**config.mk**
```make
export PLATFORM = sky130hd
export DESIGN_NAME = sar_ctrl_param
export DESIGN_NICKNAME = d
export VERILOG_FILES = /design/src/rtl/sar_pkg.sv /design/src/rtl/sar_step_timer.sv /design/src/rtl/sar_ctrl_param.sv
export SDC_FILE = /design/constraint.sdc
export NUM_CORES = 1
export LEC_CHECK = 0
export ABC_AREA = 0
export BUFFER_PORTS_ARGS = -buffer_cell sky130_fd_sc_hd__clkbuf_2
export CORE_MARGIN = 2
export CORE_UTILIZATION = 52
export DETAILED_ROUTE_END_ITERATION = 6
export PLACE_DENSITY = 0.76
export SETUP_SLACK_MARGIN = 0.15
export SYNTH_ARGS = -nofsm -noshare
export SYNTH_HDL_FRONTEND = slang
export SYNTH_HIERARCHICAL = 1
export SYNTH_SLANG_ARGS = --single-unit
```
**constraint.sdc**
```tcl
create_clock -name clkin -period 2.8 [get_ports clkin]
set_clock_uncertainty 0.05 [all_clocks]
set_input_delay 0.42 -clock clkin [delete_from_list [all_inputs] [get_ports clkin]]
set_output_delay 0.42 -clock clkin [all_outputs]
set_load 0.005 [all_outputs]
```
**src/rtl/sar_pkg.sv**
```systemverilog
// Shared definitions for the SAR controller: state encoding and step weight table.
// step_weight() is the only source of DAC step weights for every SAR instance.
package sar_pkg;

  typedef enum logic [2:0] {
    S_IDLE,
    S_SAMPLE,
    S_STROBE,
    S_WAIT,
    S_DONE
  } sar_state_e;

  localparam int RED_NBITS  = 12;
  localparam int RED_NSTEPS = 14;

  // Sub-radix-2 table; entries sum to 4095 so the accumulator never overflows.
  localparam int unsigned RED_W [RED_NSTEPS] = '{
    1536, 1024, 640, 384, 224, 128, 72, 40, 22, 12, 6, 4, 2, 1
  };

  function automatic int unsigned step_weight(input int mode, input int nbits,
                                              input int nsteps, input int idx);
    int unsigned w;
    w = 0;
    if (idx >= 0 && idx < nsteps) begin
      if (mode == 0)
        w = 32'd1 << (nbits - 1 - idx);
      else if (idx < RED_NSTEPS)
        w = RED_W[idx];
    end
    return w;
  endfunction

endpackage

```
**src/rtl/sar_step_timer.sv**
```systemverilog
// Down-counter shared by the sample window and the comparator wait.
// tc is high while the count sits at zero; load takes priority over counting.
module sar_step_timer #(
  parameter int W = 3
) (
  input  logic         clkin,
  input  logic         rst,
  input  logic         load,
  input  logic [W-1:0] load_val,
  output logic         tc
);

  logic [W-1:0] cnt;

  always_ff @(posedge clkin or negedge rst) begin
    if (!rst)
      cnt <= '0;
    else if (load)
      cnt <= load_val;
    else if (cnt != '0)
      cnt <= cnt - 1'b1;
  end

  assign tc = (cnt == '0);

endmodule

```
**src/rtl/sar_ctrl_param.sv**
```systemverilog
// Parametrised SAR conversion controller: sample, strobe/wait per step, done.
// Exports the final code and the raw MSB-first decision bits for calibration.
module sar_ctrl_param
  import sar_pkg::*;
#(
  parameter int NBITS         = 12,
  parameter int NSTEPS        = 14,
  parameter int STEP_MODE     = 1,
  parameter int SAMPLE_CYCLES = 4,
  parameter int COMP_LAT      = 1
) (
  input  logic              clkin,
  input  logic              rst,
  input  logic              start,
  input  logic              cont,
  input  logic              abort,
  output logic              sample,
  output logic              comp_strobe,
  input  logic              comp_in,
  output logic [NBITS-1:0]  dac_value,
  output logic              busy,
  output logic              done,
  output logic [NBITS-1:0]  result,
  output logic [NSTEPS-1:0] dec_bits
);

  localparam int PW   = (NSTEPS > 1) ? $clog2(NSTEPS) : 1;
  localparam int TMAX = (SAMPLE_CYCLES > COMP_LAT) ? SAMPLE_CYCLES : COMP_LAT;
  localparam int TW   = $clog2(TMAX + 1);

  if (STEP_MODE == 0 && NSTEPS != NBITS) begin : g_err_bin
    $error("sar_ctrl_param: binary weighting needs NSTEPS == NBITS");
  end
  if (STEP_MODE != 0 && (NBITS != RED_NBITS || NSTEPS != RED_NSTEPS)) begin : g_err_red
    $error("sar_ctrl_param: redundant table only defined for 12 bits / 14 steps");
  end
  if (SAMPLE_CYCLES < 1 || COMP_LAT < 1) begin : g_err_tim
    $error("sar_ctrl_param: SAMPLE_CYCLES and COMP_LAT must be >= 1");
  end

  sar_state_e        state;
  logic [NBITS-1:0]  acc;
  logic [PW-1:0]     ptr;
  logic [NSTEPS-1:0] shreg;
  logic [NSTEPS-1:0] shreg_nxt;
  logic [NBITS-1:0]  w_cur;
  logic [NBITS-1:0]  acc_add;
  logic              tload;
  logic [TW-1:0]     tval;
  logic              tc;

  assign w_cur     = NBITS'(step_weight(STEP_MODE, NBITS, NSTEPS, int'(ptr)));
  assign acc_add   = acc + w_cur;
  assign dac_value = acc_add;
  assign shreg_nxt = {shreg[NSTEPS-2:0], comp_in};

  // Timer is (re)loaded on every entry into SAMPLE or WAIT.
  always_comb begin
    tload = 1'b0;
    tval  = TW'(SAMPLE_CYCLES - 1);
    if (!abort) begin
      if ((state == S_IDLE && start) || (state == S_DONE && cont)) begin
        tload = 1'b1;
      end else if (state == S_STROBE) begin
        tload = 1'b1;
        tval  = TW'(COMP_LAT - 1);
      end
    end
  end

  sar_step_timer #(.W(TW)) u_timer (
    .clkin    (clkin),
    .rst      (rst),
    .load     (tload),
    .load_val (tval),
    .tc       (tc)
  );

  always_ff @(posedge clkin or negedge rst) begin
    if (!rst) begin
      state       <= S_IDLE;
      acc         <= '0;
      ptr         <= '0;
      shreg       <= '0;
      sample      <= 1'b0;
      comp_strobe <= 1'b0;
      busy        <= 1'b0;
      done        <= 1'b0;
      result      <= '0;
      dec_bits    <= '0;
    end else begin
      comp_strobe <= 1'b0;
      done        <= 1'b0;
      if (abort) begin
        state  <= S_IDLE;
        sample <= 1'b0;
        busy   <= 1'b0;
        acc    <= '0;
        ptr    <= '0;
      end else begin
        case (state)
          S_IDLE: if (start) begin
            state  <= S_SAMPLE;
            sample <= 1'b1;
            busy   <= 1'b1;
            acc    <= '0;
            ptr    <= '0;
            shreg  <= '0;
          end
          S_SAMPLE: if (tc) begin
            state       <= S_STROBE;
            sample      <= 1'b0;
            comp_strobe <= 1'b1;
          end
          S_STROBE: state <= S_WAIT;
          S_WAIT: if (tc) begin
            if (comp_in) acc <= acc_add;
            shreg <= shreg_nxt;
            if (ptr == PW'(NSTEPS - 1)) begin
              state    <= S_DONE;
              done     <= 1'b1;
              result   <= comp_in ? acc_add : acc;
              dec_bits <= shreg_nxt;
            end else begin
              ptr         <= ptr + 1'b1;
              state       <= S_STROBE;
              comp_strobe <= 1'b1;
            end
          end
          S_DONE: begin
            acc <= '0;
            ptr <= '0;
            if (cont) begin
              state  <= S_SAMPLE;
              sample <= 1'b1;
              shreg  <= '0;
            end else begin
              state <= S_IDLE;
              busy  <= 1'b0;
            end
          end
          default: begin
            state  <= S_IDLE;
            sample <= 1'b0;
            busy   <= 1'b0;
          end
        endcase
      end
    end
  end

endmodule
```
Word-level counts from Yosys, hierarchy flattened
Memory sizes are Yosys's and may differ from the RTL's.
Cells that the tools add are included.
- word-level logic and storage cells: 102
- bits in read-only memories: 512
- register bits: 65
- memories: 1
- output and inout bits: 42
- memory list (name ; words ; bits a word ; rd ports ; clocked after Yosys merged registers in ; wr ports ; RTL line ; RTL):
    (no name shown) ; 16 ; 32 ; 1 ; 0 ; 0 ; sar_pkg.sv:29 ; w = RED_W[idx];
- bitwise gates (word level): 2
- add/subtract/negate cells: 3
- equality and inequality tests: 16
- reductions and logical operators: 18
- mux-type cells: 49
- magnitude comparators: 2
- operator list (operator ; number):
    12-bit 2-to-1 mux ; 7
    13-bit 2-to-1 mux ; 3
    13-bit case mux with 3 select lines ; 1
    12-bit case mux with 3 select lines ; 1
    32-bit by 5-bit greater-or-equal comparator with 1-bit output (second input constant) ; 1
    4-bit NOT with 32-bit output ; 1
    3-bit 2-to-1 mux ; 7
    1-bit 2-to-1 mux ; 18
    3-bit inequality test (second input constant) ; 6
    4-bit 2-to-1 mux ; 4
    3-bit case mux with 5 select lines ; 1
    12-bit adder ; 1
    4-bit case mux with 3 select lines ; 1
    4-bit AND reduction ; 3
    3-bit AND reduction ; 3
    3-bit by 2-bit == test with 1-bit output (second input constant) ; 2
    3-bit logical NOT ; 2
    2-bit 2-to-1 mux ; 3
    2-bit inequality test (second input constant) ; 3
    3-bit nonzero test ; 2
    5-bit AND reduction ; 1
    4-bit by 1-bit adder with 4-bit output (second input constant) ; 1
    4-bit == test (second input constant) ; 1
    4-bit less-than comparator (second input constant) ; 1
    other kinds (14) ; 16

Longest topological paths before layout
- depth in word-level cells: 10
- gate-level depth with buffers: 12
- depth with buffers taken out: 12

Hierarchy
The synthesis kept the hierarchy.
- modules (own cells, without submodules) (module ; cells an instance ; area an instance (um^2) ; instances):
    sar_ctrl_param ; 370 ; 3429.5 ; 1
    sar_step_timer ; 21 ; 201.4 ; 1

Worst setup path before layout
Ideal clock, no wire load.
- path kind: register -> output
- start: reg ptr[0]
- end: out dac_value[8]
- required time: 2.330 ns
- cell stages (with the launch flop): 12
- buffers on the path: 0
- arrival time: 2.394 ns
- path slack: -0.064 ns
- cells stage by stage: dfrtp_1 inv_1 ha_1 nor2_1 o21ai_0 and2_1 fa_1 a211oi_1 o21bai_1 a21oi_1 a31o_2 nor2_1
- word-level cells in the longest chain between the ends: 6
- ends and longest elaborated chain (item ; RTL line ; RTL):
    start: declaration ; sar_ctrl_param.sv:43 ; logic [PW-1:0] ptr;
    start signal: assignment ; sar_ctrl_param.sv:125 ; ptr <= ptr + 1'b1;
    4-bit NOT with 32-bit output (not written as such) ; sar_pkg.sv:29 ;
    memory 16 x 32 bit ; n/a ;
    12-bit 2-to-1 mux (not written as such) (2 in series) ; sar_pkg.sv:29 ;
    12-bit 2-to-1 mux (*) ; sar_pkg.sv:25 ; if (idx >= 0 && idx < nsteps) begin
    12-bit adder (*) ; sar_ctrl_param.sv:53 ; assign acc_add = acc + w_cur;
    end: declaration ; sar_ctrl_param.sv:20 ; output logic [NBITS-1:0] dac_value,
Every way passes the cells marked *; elsewhere a longest branch is shown, timed or not. The select of a mux whose other input is x is not followed.

Worst setup path after layout
- start: reg ptr[1]
- end: out dac_value[8]
The elaborated chain is that of the path after synthesis.

==> impl_results.html <==
<table>
<tr><th>Metric</th><th>Value</th></tr>
<tr><th colspan="2">Global route</th></tr>
<tr><td>Total Routing Usage GR</td><td>25.2%</td></tr>
<tr><td>Maximum number of pins on one net before global-route repair</td><td>28</td></tr>
<tr><td>Initial antenna violation count</td><td>0</td></tr>
<tr><td>Leftover overflow at the end of global routing</td><td>0</td></tr>
<tr><td>Number of global-route vias before repair</td><td>roughly 3100</td></tr>
<tr><td>Global-route wire length before repair</td><td>roughly 15000 µm</td></tr>
<tr><th colspan="2">Drt</th></tr>
<tr><td>Post-detailed-route DRC marker count</td><td>0</td></tr>
<tr><td>Routed WL</td><td>roughly 9400 µm</td></tr>
<tr><td>Vias</td><td>between 3000 and 4000</td></tr>
<tr><td>Via density per instance</td><td>around 5.4</td></tr>
<tr><td>Remaining antenna violation count</td><td>0</td></tr>
<tr><td>Post-DR wirelength/cell</td><td>roughly 16 µm</td></tr>
<tr><td>Number of violations reported at the end of detailed-routing iteration 0</td><td>180</td></tr>
<tr><td>Total iterations of the first detailed-routing run</td><td>5</td></tr>
<tr><th colspan="2">Layout</th></tr>
<tr><td>Fraction of final layout cells sized beyond drive strength 1</td><td>38.0%</td></tr>
<tr><td>Count of nets after finishing</td><td>just over 500</td></tr>
<tr><td>Reg area</td><td>about 0.0016 mm²</td></tr>
<tr><td>Antenna diodes</td><td>0</td></tr>
<tr><td>Area taken by multi-input logic gates</td><td>approximately 0.0021 mm²</td></tr>
<tr><td>Synthesis-to-finish area growth</td><td>35.3%</td></tr>
<tr><td>Final Non-Filler Cells</td><td>approximately 600</td></tr>
<tr><td>Final-layout fill cell count</td><td>489</td></tr>
<tr><td>Most common cell after layout, fill and taps aside</td><td>sky130_fd_sc_hd__nand2_1</td></tr>
<tr><td>Most used cells in the layout excluding fill and tap cells</td><td>sky130_fd_sc_hd__nand2_1 (88), sky130_fd_sc_hd__dfrtp_1 (62), sky130_fd_sc_hd__buf_4 (56), sky130_fd_sc_hd__clkbuf_2 (42), sky130_fd_sc_hd__o21ai_0 (22)</td></tr>
<tr><th colspan="2">Timing</th></tr>
<tr><td>Maximum operating frequency</td><td>approximately 310 MHz</td></tr>
<tr><td>Worst Max-Slew Pin Slew</td><td>around 0.65 ns</td></tr>
<tr><td>Pins Over Slew Limit</td><td>0</td></tr>
<tr><td>Final hold vios</td><td>0</td></tr>
<tr><td>Final TNS setup</td><td>-3.00 ns</td></tr>
<tr><td>Unrepaired setup endpoints after global routing</td><td>yes</td></tr>
<tr><td># setup viols final</td><td>13</td></tr>
<tr><td>Worst-case hold slack</td><td>around 0.34 ns</td></tr>
<tr><td>Worst rel slew slack</td><td>between 50% and 60%</td></tr>
<tr><td>Fin crit share</td><td>114%</td></tr>
<tr><td>Shortest clock period the worst path allows after layout</td><td>3.19 ns</td></tr>
<tr><td>Least setup slack across all paths after layout</td><td>-0.389 ns</td></tr>
<tr><th colspan="2">Pwr</th></tr>
<tr><td>Cell Int Power</td><td>between 1.5 and 2 mW</td></tr>
<tr><td>Fraction of power spent switching nets</td><td>between 20% and 30%</td></tr>
<tr><td>Largest vdd supply drop</td><td>between 0.3 and 0.4 mV</td></tr>
<tr><td>Static power due to leakage</td><td>~2.4 nW</td></tr>
<tr><td>Clock group share of total power</td><td>roughly 44%</td></tr>
<tr><td>Part of the power in combinational logic</td><td>between 10% and 20%</td></tr>
<tr><td>Sequential fraction of design power</td><td>~45%</td></tr>
<tr><td>Total power density per cell area</td><td>about 460 mW/mm²</td></tr>
<tr><td>Total power consumption of the routed design</td><td>about 2.2 mW</td></tr>
<tr><td>Total net switching power</td><td>0.572 mW</td></tr>
<tr><th colspan="2">Setup path</th></tr>
<tr><td>Critical path, cell by cell</td><td>inv_4 -&gt; ha_4 -&gt; nor2_4 -&gt; o21ai_1 -&gt; and2_4 -&gt; fa_2 -&gt; a211oi_4 -&gt; o21bai_2 -&gt; a21oi_2 -&gt; a31o_2 -&gt; nor2_1 -&gt; clkbuf_2</td></tr>
<tr><td>Data arrival time of the critical path</td><td>around 2.7 ns</td></tr>
<tr><td>Largest fanout on the critical path</td><td>6</td></tr>
<tr><td>Setup Crit Path Kind</td><td>reg -&gt; out</td></tr>
<tr><td>Worst path slowest cell</td><td>sky130_fd_sc_hd__dfrtp_2</td></tr>
<tr><td>Required time reported for the critical path endpoint</td><td>approximately 2.3 ns</td></tr>
<tr><td>Capture instance of the worst register-to-register path</td><td>result[10]</td></tr>
<tr><td>Cells on worst reg2reg path</td><td>14</td></tr>
<tr><td>RR Startpoint</td><td>ptr[1]</td></tr>
<tr><td>Setup crit start kind</td><td>flip-flop</td></tr>
<tr><td>Capturing instance or port of the critical path</td><td>dac_value[8]</td></tr>
<tr><td>Crit. End Element</td><td>output port</td></tr>
<tr><td>Reg2reg setup slack</td><td>-0.22 ns</td></tr>
<tr><td>Worst setup path start</td><td>ptr[1]</td></tr>
<tr><td>Max incr delay on CP</td><td>slightly below 0.5 ns</td></tr>
<tr><th colspan="2">CTS</th></tr>
<tr><td>Insertion delay of the later-clocked pin in the worst-skew pair</td><td>~0.35 ns</td></tr>
<tr><td>TritonCTS clock tree</td><td>built</td></tr>
<tr><td>Clock transition time at the flip-flop clock pins of the worst setup and hold paths</td><td>~0.070 ns</td></tr>
<tr><td>TritonCTS Buffers</td><td>9</td></tr>
<tr><td>Clock buffer depth</td><td>2</td></tr>
<tr><td>Sinks on the clock net</td><td>65</td></tr>
<tr><td>Number of H-tree levels</td><td>3</td></tr>
<tr><td>Buffer type at the clock tree root</td><td>sky130_fd_sc_hd__clkbuf_8</td></tr>
<tr><th colspan="2">Die</th></tr>
<tr><td>Height of the die</td><td>between 80 and 90 µm</td></tr>
<tr><td>Std-Cell Core Area</td><td>about 0.0068 mm²</td></tr>
<tr><td>Total Die Area</td><td>~0.0077 mm²</td></tr>
<tr><td>Total I/O pin count</td><td>48</td></tr>
<tr><td>Initial Utilization</td><td>53.4%</td></tr>
<tr><td>Width of the chip</td><td>about 90 µm</td></tr>
<tr><td>Row cnt</td><td>30</td></tr>
<tr><th colspan="2">Synth</th></tr>
<tr><td>Number of warning messages in the yosys log</td><td>6</td></tr>
<tr><td>Syn Area/Cell</td><td>roughly 9.3 µm²</td></tr>
<tr><td>Number of distinct library cells after synthesis</td><td>between 60 and 70</td></tr>
<tr><td>Synth Net Count</td><td>between 400 and 500</td></tr>
<tr><td>Proportion of synthesized chip area in sequential cells</td><td>between 40% and 50%</td></tr>
<tr><td>Fraction of registers with async set/reset</td><td>100%</td></tr>
<tr><td>Summed instance area of the synthesized netlist</td><td>between 0.003 and 0.004 mm²</td></tr>
<tr><td>Instance count of the mapped netlist</td><td>between 300 and 400</td></tr>
<tr><td>Leading register cell type out of synthesis</td><td>sky130_fd_sc_hd__dfrtp_1</td></tr>
<tr><td>Number of synthesized flops with an enable pin</td><td>0</td></tr>
<tr><td>Number of flip-flops and latches in the synthesized netlist</td><td>65</td></tr>
<tr><th colspan="2">Status</th></tr>
<tr><td>Failing checks</td><td>setup timing</td></tr>
<tr><td>Status</td><td>complete, but fails checks</td></tr>
<tr><th colspan="2">Job</th></tr>
<tr><td>Reported max-cap violation count</td><td>0</td></tr>
<tr><th colspan="2">Placed design</th></tr>
<tr><td>Global placer's final weighted congestion</td><td>between 0.8 and 0.9</td></tr>
<tr><td>Placed cells</td><td>approximately 550</td></tr>
<tr><td># port buffers</td><td>47</td></tr>
<tr><td>Half-perimeter wire length after detailed placement</td><td>roughly 6100 µm</td></tr>
<tr><td>Post-placement worst setup slack</td><td>-0.216 ns</td></tr>
<tr><th colspan="2">Worst hold path</th></tr>
<tr><td>Path category of the worst min-delay check</td><td>in -&gt; reg</td></tr>
</table>
==> logic make-up after synthesis <==
logic type	synth area share [%]
xor gates and xnor gates	1.45
and+or+nand+nor	21.3
DFF	44.8
other	0.103
adders and majority gates	7.44
buffers and inverters	4.79
AOI/OAI and AO/OA	18.0
muxes	2.07
==> flip-flops by register name (all words and copies together) (netlist names) <==
| signal | count |
|---|---|
| ptr | 4 |
| acc | 12 |
| done | 1 |
| comp_strobe | 1 |
| sample | 1 |
| busy | 1 |
| u_timer/cnt | 3 |
| state | 3 |
| dec_bits | 14 |
| result | 12 |
| shreg | 13 |
==> critical path: cells and delay by family (launching register included) <==
kind / cells / cell delay, ns
AO/OA/AOI/OAI: 5 / 0.83
AND/OR/NAND/NOR: 3 / 0.31
adder cells (fa/ha/maj): 2 / 0.53
flip-flops: 1 / 0.49
buffers and inverters: 2 / 0.21
==> routing by layer <==
metal | GRT usage [%] | wire, µm | up-vias
met5 | 0 | 0 | -
met4 | 5.31 | 105 | 0
met3 | 4.62 | 452 | 15
met2 | 42.6 | 4690 | 94
met1 | 34.0 | 4190 | 1556
li1 | - | - | 1548
==> metrics by stage <==
step / cell area (µm²) / util (%)
finish: 4910 / 72.3
floorplan: 3680 / -
CTS: 4760 / 70.0
global placement: 4210 / 61.9
detailed placement: 4210 / 61.9
global route: 4910 / 72.3
==> synth_stat cells (all sizes together) (5+ instances only) <==
library cell / number / share of area [%]
nand3: 5 / 0.83
mux2i: 6 / 1.7
inv: 22 / 2.3
o21ai: 33 / 4.8
a22o: 8 / 1.9
nand2b: 5 / 0.86
nor2b: 7 / 1.2
dfrtp: 65 / 45
nor3: 6 / 0.96
clkbuf: 9 / 0.93
nor2: 19 / 2.4
buf: 9 / 1.6
a21oi: 20 / 3.1
ha: 20 / 6.9
nand2: 91 / 9.6
==> power groups by stage <==
stage	combinational, mW	sequential [mW]	clock [mW]
after CTS	0.240	1.01	1.01
after detailed placement	0.235	1.03	0
after global placement	0.225	1.02	0
final	0.242	1.01	0.994
after floorplan	0.177	1.01	0
after global routing	0.271	1.01	1.05
==> timing repair <==
| action | in CTS | in global routing |
|---|---|---|
| pin swaps | 27 | 23 |
| cloned | 0 | 0 |
| buffers inserted | 16 | 8 |
| hold buffers | 1 | 0 |
| resized for setup | 31 | 26 |
| endpoints found under the setup margin | 23 | 31 |
| hold endpoints to repair | 14 | 0 |
==> worst min path at each step <==
| stage | startpoint | to | slack (ns) | cells after the start |
|---|---|---|---|---|
| after detailed placement | rst | acc[3] | 0.33 | 1 |
| after CTS | abort | busy | 0.31 | 2 |
| after global routing | abort | busy | 0.34 | 2 |
| final | abort | busy | 0.34 | 2 |
| after floorplan | rst | acc[0] | 0.07 | 0 |
| after global placement | rst | result[4] | 0.33 | 1 |
==> area by class of cell <==
cell class,count,share of cell area [%]
clock buffer,9,2.52
clock inverter,7,2.60
inverter,22,1.83
multi-input combinational,286,42.9
sequential,65,33.2
tap,96,2.45
timing repair buffer,108,14.5
Note: power is estimated with default switching activity, not from simulation.
